[src/rtl/serial_subtractor.sv]
// ---------------------------------------------------------------------------
// serial_subtractor
//   Bit-serial WIDTH-bit subtractor. A start strobe accepted while idle
//   captures the minuend, subtrahend and borrow-in. Bits are then processed
//   LSB first through one full-subtractor cell and a borrow flop, one bit per
//   clock. The parallel difference and final borrow are published together
//   with a one-cycle done pulse.
//
// Ports
//   clock  in   rising-edge clock
//   rstn   in   asynchronous active-low reset
//   start  in   request strobe, sampled only when not busy
//   a      in   minuend    [WIDTH-1:0], captured on the accepted start edge
//   b      in   subtrahend [WIDTH-1:0], captured on the accepted start edge
//   bin    in   borrow-in, captured on the accepted start edge
//   diff   out  registered (a - b - bin) mod 2^WIDTH
//   bout   out  registered final borrow (1 when a < b + bin)
//   busy   out  high while an operation is in progress
//   done   out  one-cycle pulse when diff/bout have been updated
// ---------------------------------------------------------------------------
module serial_subtractor #(
    parameter int unsigned WIDTH = 4
) (
    input  logic             clock,
    input  logic             rstn,
    input  logic             start,
    input  logic [WIDTH-1:0] a,
    input  logic [WIDTH-1:0] b,
    input  logic             bin,
    output logic [WIDTH-1:0] diff,
    output logic             bout,
    output logic             busy,
    output logic             done
);

    localparam int unsigned CW = (WIDTH > 1) ? $clog2(WIDTH) : 1;
    localparam logic [CW-1:0] LAST_BIT = CW'(WIDTH - 1);

    typedef enum logic [1:0] {
        IDLE  = 2'd0,
        SHIFT = 2'd1,
        DONE  = 2'd2
    } state_t;

    state_t           state_q, state_d;
    logic [WIDTH-1:0] a_sh_q, a_sh_d;
    logic [WIDTH-1:0] b_sh_q, b_sh_d;
    logic [WIDTH-1:0] r_sh_q, r_sh_d;
    logic             br_q, br_d;
    logic [CW-1:0]    cnt_q, cnt_d;
    logic [WIDTH-1:0] diff_q, diff_d;
    logic             bout_q, bout_d;
    logic             busy_q, busy_d;
    logic             done_q, done_d;

    // Full-subtractor cell acting on the current LSBs and the borrow flop.
    logic bit_diff;
    logic bit_borrow;

    always_comb begin
        bit_diff   = a_sh_q[0] ^ b_sh_q[0] ^ br_q;
        bit_borrow = (~a_sh_q[0] & b_sh_q[0]) | (~(a_sh_q[0] ^ b_sh_q[0]) & br_q);
    end

    always_comb begin
        state_d = state_q;
        a_sh_d  = a_sh_q;
        b_sh_d  = b_sh_q;
        r_sh_d  = r_sh_q;
        br_d    = br_q;
        cnt_d   = cnt_q;
        diff_d  = diff_q;
        bout_d  = bout_q;
        busy_d  = 1'b0;
        done_d  = 1'b0;

        case (state_q)
            // DONE accepts a new request exactly like IDLE so that a held
            // start gives back-to-back operations.
            IDLE, DONE: begin
                if (start) begin
                    a_sh_d  = a;
                    b_sh_d  = b;
                    r_sh_d  = '0;
                    br_d    = bin;
                    cnt_d   = '0;
                    busy_d  = 1'b1;
                    state_d = SHIFT;
                end else begin
                    state_d = IDLE;
                end
            end

            SHIFT: begin
                busy_d = 1'b1;
                a_sh_d = a_sh_q >> 1;
                b_sh_d = b_sh_q >> 1;
                r_sh_d = {bit_diff, r_sh_q[WIDTH-1:1]};
                br_d   = bit_borrow;
                cnt_d  = cnt_q + CW'(1);
                if (cnt_q == LAST_BIT) begin
                    // Publish the result including the bit computed this edge.
                    diff_d  = {bit_diff, r_sh_q[WIDTH-1:1]};
                    bout_d  = bit_borrow;
                    cnt_d   = '0;
                    busy_d  = 1'b0;
                    done_d  = 1'b1;
                    state_d = DONE;
                end
            end

            default: begin
                state_d = IDLE;
            end
        endcase
    end

    always_ff @(posedge clock or negedge rstn) begin
        if (!rstn) begin
            state_q <= IDLE;
            a_sh_q  <= '0;
            b_sh_q  <= '0;
            r_sh_q  <= '0;
            br_q    <= 1'b0;
            cnt_q   <= '0;
            diff_q  <= '0;
            bout_q  <= 1'b0;
            busy_q  <= 1'b0;
            done_q  <= 1'b0;
        end else begin
            state_q <= state_d;
            a_sh_q  <= a_sh_d;
            b_sh_q  <= b_sh_d;
            r_sh_q  <= r_sh_d;
            br_q    <= br_d;
            cnt_q   <= cnt_d;
            diff_q  <= diff_d;
            bout_q  <= bout_d;
            busy_q  <= busy_d;
            done_q  <= done_d;
        end
    end

    assign diff = diff_q;
    assign bout = bout_q;
    assign busy = busy_q;
    assign done = done_q;

endmodule

[config.mk]
export PLATFORM = sky130hd
export DESIGN_NAME = serial_subtractor
export DESIGN_NICKNAME = d
export VERILOG_FILES = /design/src/rtl/serial_subtractor.sv
export SDC_FILE = /design/constraint.sdc
export NUM_CORES = 1
export LEC_CHECK = 0
export CORE_MARGIN = 2
export CORE_UTILIZATION = 46
export DETAILED_ROUTE_END_ITERATION = 16
export PLACE_DENSITY = 0.73
export SYNTH_ARGS = -nofsm -noshare
export SYNTH_HDL_FRONTEND = slang
export SYNTH_SLANG_ARGS = --single-unit
[constraint.sdc]
create_clock -name clock -period 1.45 [get_ports clock]
set_input_delay 0.29 -clock clock [delete_from_list [all_inputs] [get_ports clock]]
set_output_delay 0.29 -clock clock [all_outputs]
set_load 0.01 [all_outputs]
==> reports/results.ini <==
[run_status]
status = complete, but fails checks
violations = setup timing

[global_route]
gr-total-overflow = 0
antenna_found_initial = 0
first_global_vias = 719
grt_max_degree = 24
grt_use_total_pct = 16.07
grt_pass1_wl_um = 3167

[finish]
multi_input_area_um2 = 467.9
layout-drive-gt1-share_pct = 20.35
fin_nets = 128
area_delta_synth_final_pct = 23.17
antennaDiodeCount = 0
seqCellArea_um2 = 575.6
postLayoutCoreUtil_pct = 60.17
n_fill_cell = 205

[timing]
hold_viol = 0
fin_worst_skew_ns = 0.008936
worst_pin_slew_ns = 0.4025
maxSlewHeadroom_pct = 73.17
fmax_mhz = 677.5
setup_tns_ns = -0.02594
rsz0062_at_grt = yes
finalCritPeriodShare_pct = 101.8
hold_slack_ns = 0.3219
layout_setup_ws_ns = -0.02594
period_needed_ns = 1.476
slew_violations = 0
finalSetupViolCount = 1

[cts]
clock_latency_ns = 0.31
clock_sinks = 23
cts.hold.buffers_added = 0
cts.path.max_buffers = 2
cts_tree = done
cts_made_buffers = 3
cts_max_level = 1
clkTransAtPathRegs_ns = 0.13
root_buffer = clkbuf_4

[placed_design]
io_buffers = 18
gp_congestion = 0.7618
dp_hpwl_um = 1421

[pwr]
p_leak_nw = 0.6375
vdd_ir_drop_max_mv = 1.129
p_per_area_nw_per_um2 = 2002

[critical_path]
path_cells = fa_1, mux2_4, a22o_1
cp.arrival_ns = 1.68
slowest_stage = fa_1
cp.required_ns = 1.65
critPathKind = reg -> reg
path_max_fanout = 2
cpPeakStageDelay_ns = 0.50
worst_setup_path_end_kind = flip-flop
start_kind = flip-flop

[synthesis]
yosysSeqAreaShare_pct = 52.75
synthCells = 88
syn_area_um2 = 1091
synth_edf_count = 0
syn-num-nets = 102
ys.warnings.count = 0
ys.flop_type = dfrtp_1
syn_avg_cell_area_um2 = 12.40
synth-seq-cells = 23
ys_types = 26
synth-async-reset-ratio_pct = 100.0

[die]
die_x_um = 52.70
num_rows = 17
io_pins = 19
start_util_pct = 48.85
dieArea_um2 = 2777
die_height_um = 52.70
coreArea_um2 = 2233

[drt]
drc = 0
drt_iter0_drc = 5
ant_nets = 0
wl_um = 1862
wl_per_cell_um = 13.21
viasPerCell = 5.220
route.vias.total = 736
drtPass1Iterations = 4

[min_path]
hold_class = in -> async

[job]
drv_cap = 0

==> what timing repair did <==
action                                  4_1_cts  5_1_grt
buffers inserted                              1        0
endpoints found under the setup margin        8        1
pin swaps                                     1        0
resized for setup                             8        0
==> critical path, delay by kind of cell (launching register included) <==
kind | cells | cell delay (ns)
adders and majority gates | 1 | 0.50
DFF | 1 | 0.42
AOI/OAI and AO/OA | 1 | 0.17
muxes | 1 | 0.28
==> power breakdown <==
group / leakage [nW] / total (mW) / switching, mW / internal [mW]
clock: 0.0150 / 0.292 / 0.185 / 0.107
sequential: 0.284 / 1.16 / 0.234 / 0.926
combinational: 0.339 / 1.24 / 0.507 / 0.732
==> worst paths after layout <==
kind	slack (ns)	endpoint	cells past startpoint	from
worst max-delay path	-0.03	r_sh_q[3]	3	a_sh_q[0]
worst min-delay path	0.32	b_sh_q[1]	2	rstn
worst max register to register	-0.03	r_sh_q[3]	3	a_sh_q[0]
worst min register to register	0.49	bout	2	bout
max in group asynchronous	0.90	br_q	2	rstn
min in group clock	0.49	bout	2	bout
==> logic make-up after synthesis <==
kind of cell	count (synthesis)	synth area share, %
fa+ha+maj	2	2.982
mux	13	13.88
compound gates	23	14.22
simple gates	19	11.81
buf+inv	8	4.357
flops	23	52.75
==> metrics by stage <==
| stage | std cells | area (µm²) | worst slack, ns | power [mW] |
|---|---|---|---|---|
| after floorplan | 88 | 1091 | 0.03041 | 2.067 |
| after global placement | 136 | 1319 | -0.09202 | 2.411 |
| after detailed placement | 136 | 1319 | -0.1314 | 2.482 |
| after CTS | 141 | 1344 | -0.04365 | 2.742 |
| after global routing | 141 | 1344 | -0.08083 | 2.938 |
| final | 141 | 1344 | -0.02594 | 2.691 |
==> registers in the layout, summed over array words and instances, names as in the netlist <==
name and cells:
bout 1, busy 1, b_sh_q 4, br_q 1, a_sh_q 4, r_sh_q 3
cnt_q 2, state_q 2, diff 4, done 1
==> cell usage after synthesis, drive strengths merged (2+ instances only) <==
cell type	instances	area [µm²]
nor2b	5	31.28
inv	4	15.01
nor3	3	20.02
nor2	4	15.01
and2b	2	16.27
mux2	8	101.3
a22o	6	52.55
dfrtp	23	575.6
a211oi	5	37.54
a21oi	5	25.02
buf	4	32.53
o21ai	4	20.02
o22ai	2	12.51
mux2i	5	50.05
==> layer usage <==
| metal | up-vias | GRT usage (%) | share of wire [%] |
|---|---|---|---|
| met4 | 0 | 7.692 | 0.43 |
| met1 | 352 | 19.31 | 44 |
| met5 | - | 0 | 0 |
| li1 | 367 | - | - |
| met3 | 2 | 2.571 | 4.4 |
| met2 | 15 | 27.71 | 51 |
==> final cells by class <==
class,instances,share of cell area [%]
Multi-Input combinational cell,57,34.82
Sequential cell,23,42.83
Timing Repair Buffer,25,16.67
Inverter,4,1.117
Clock buffer,4,1.955
Tap cell,28,2.607
==> cell usage in the layout (no fill, tap or decap) <==
master and n:
nand3b_4 1, ha_1 1, a22o_1 6, nand2b_1 1, nor3_2 1, or2b_4 1
clkdlybuf4s50_1 11, dfrtp_1 23, inv_2 1, and2b_1 1, nand2_1 1, clkbuf_1 1
dlygate4sd2_1 7, inv_1 3, a21oi_1 5, mux2i_1 5, nor2_1 4, nor2b_1 5
o21ai_0 4, buf_4 7, a21o_1 1, o22ai_1 2, nand3_1 1, mux2_2 5
nor3_1 2, clkbuf_4 3, fa_1 1, and2b_2 1, mux2_4 3, a211oi_1 5
Power figures use the tool's default switching activity.
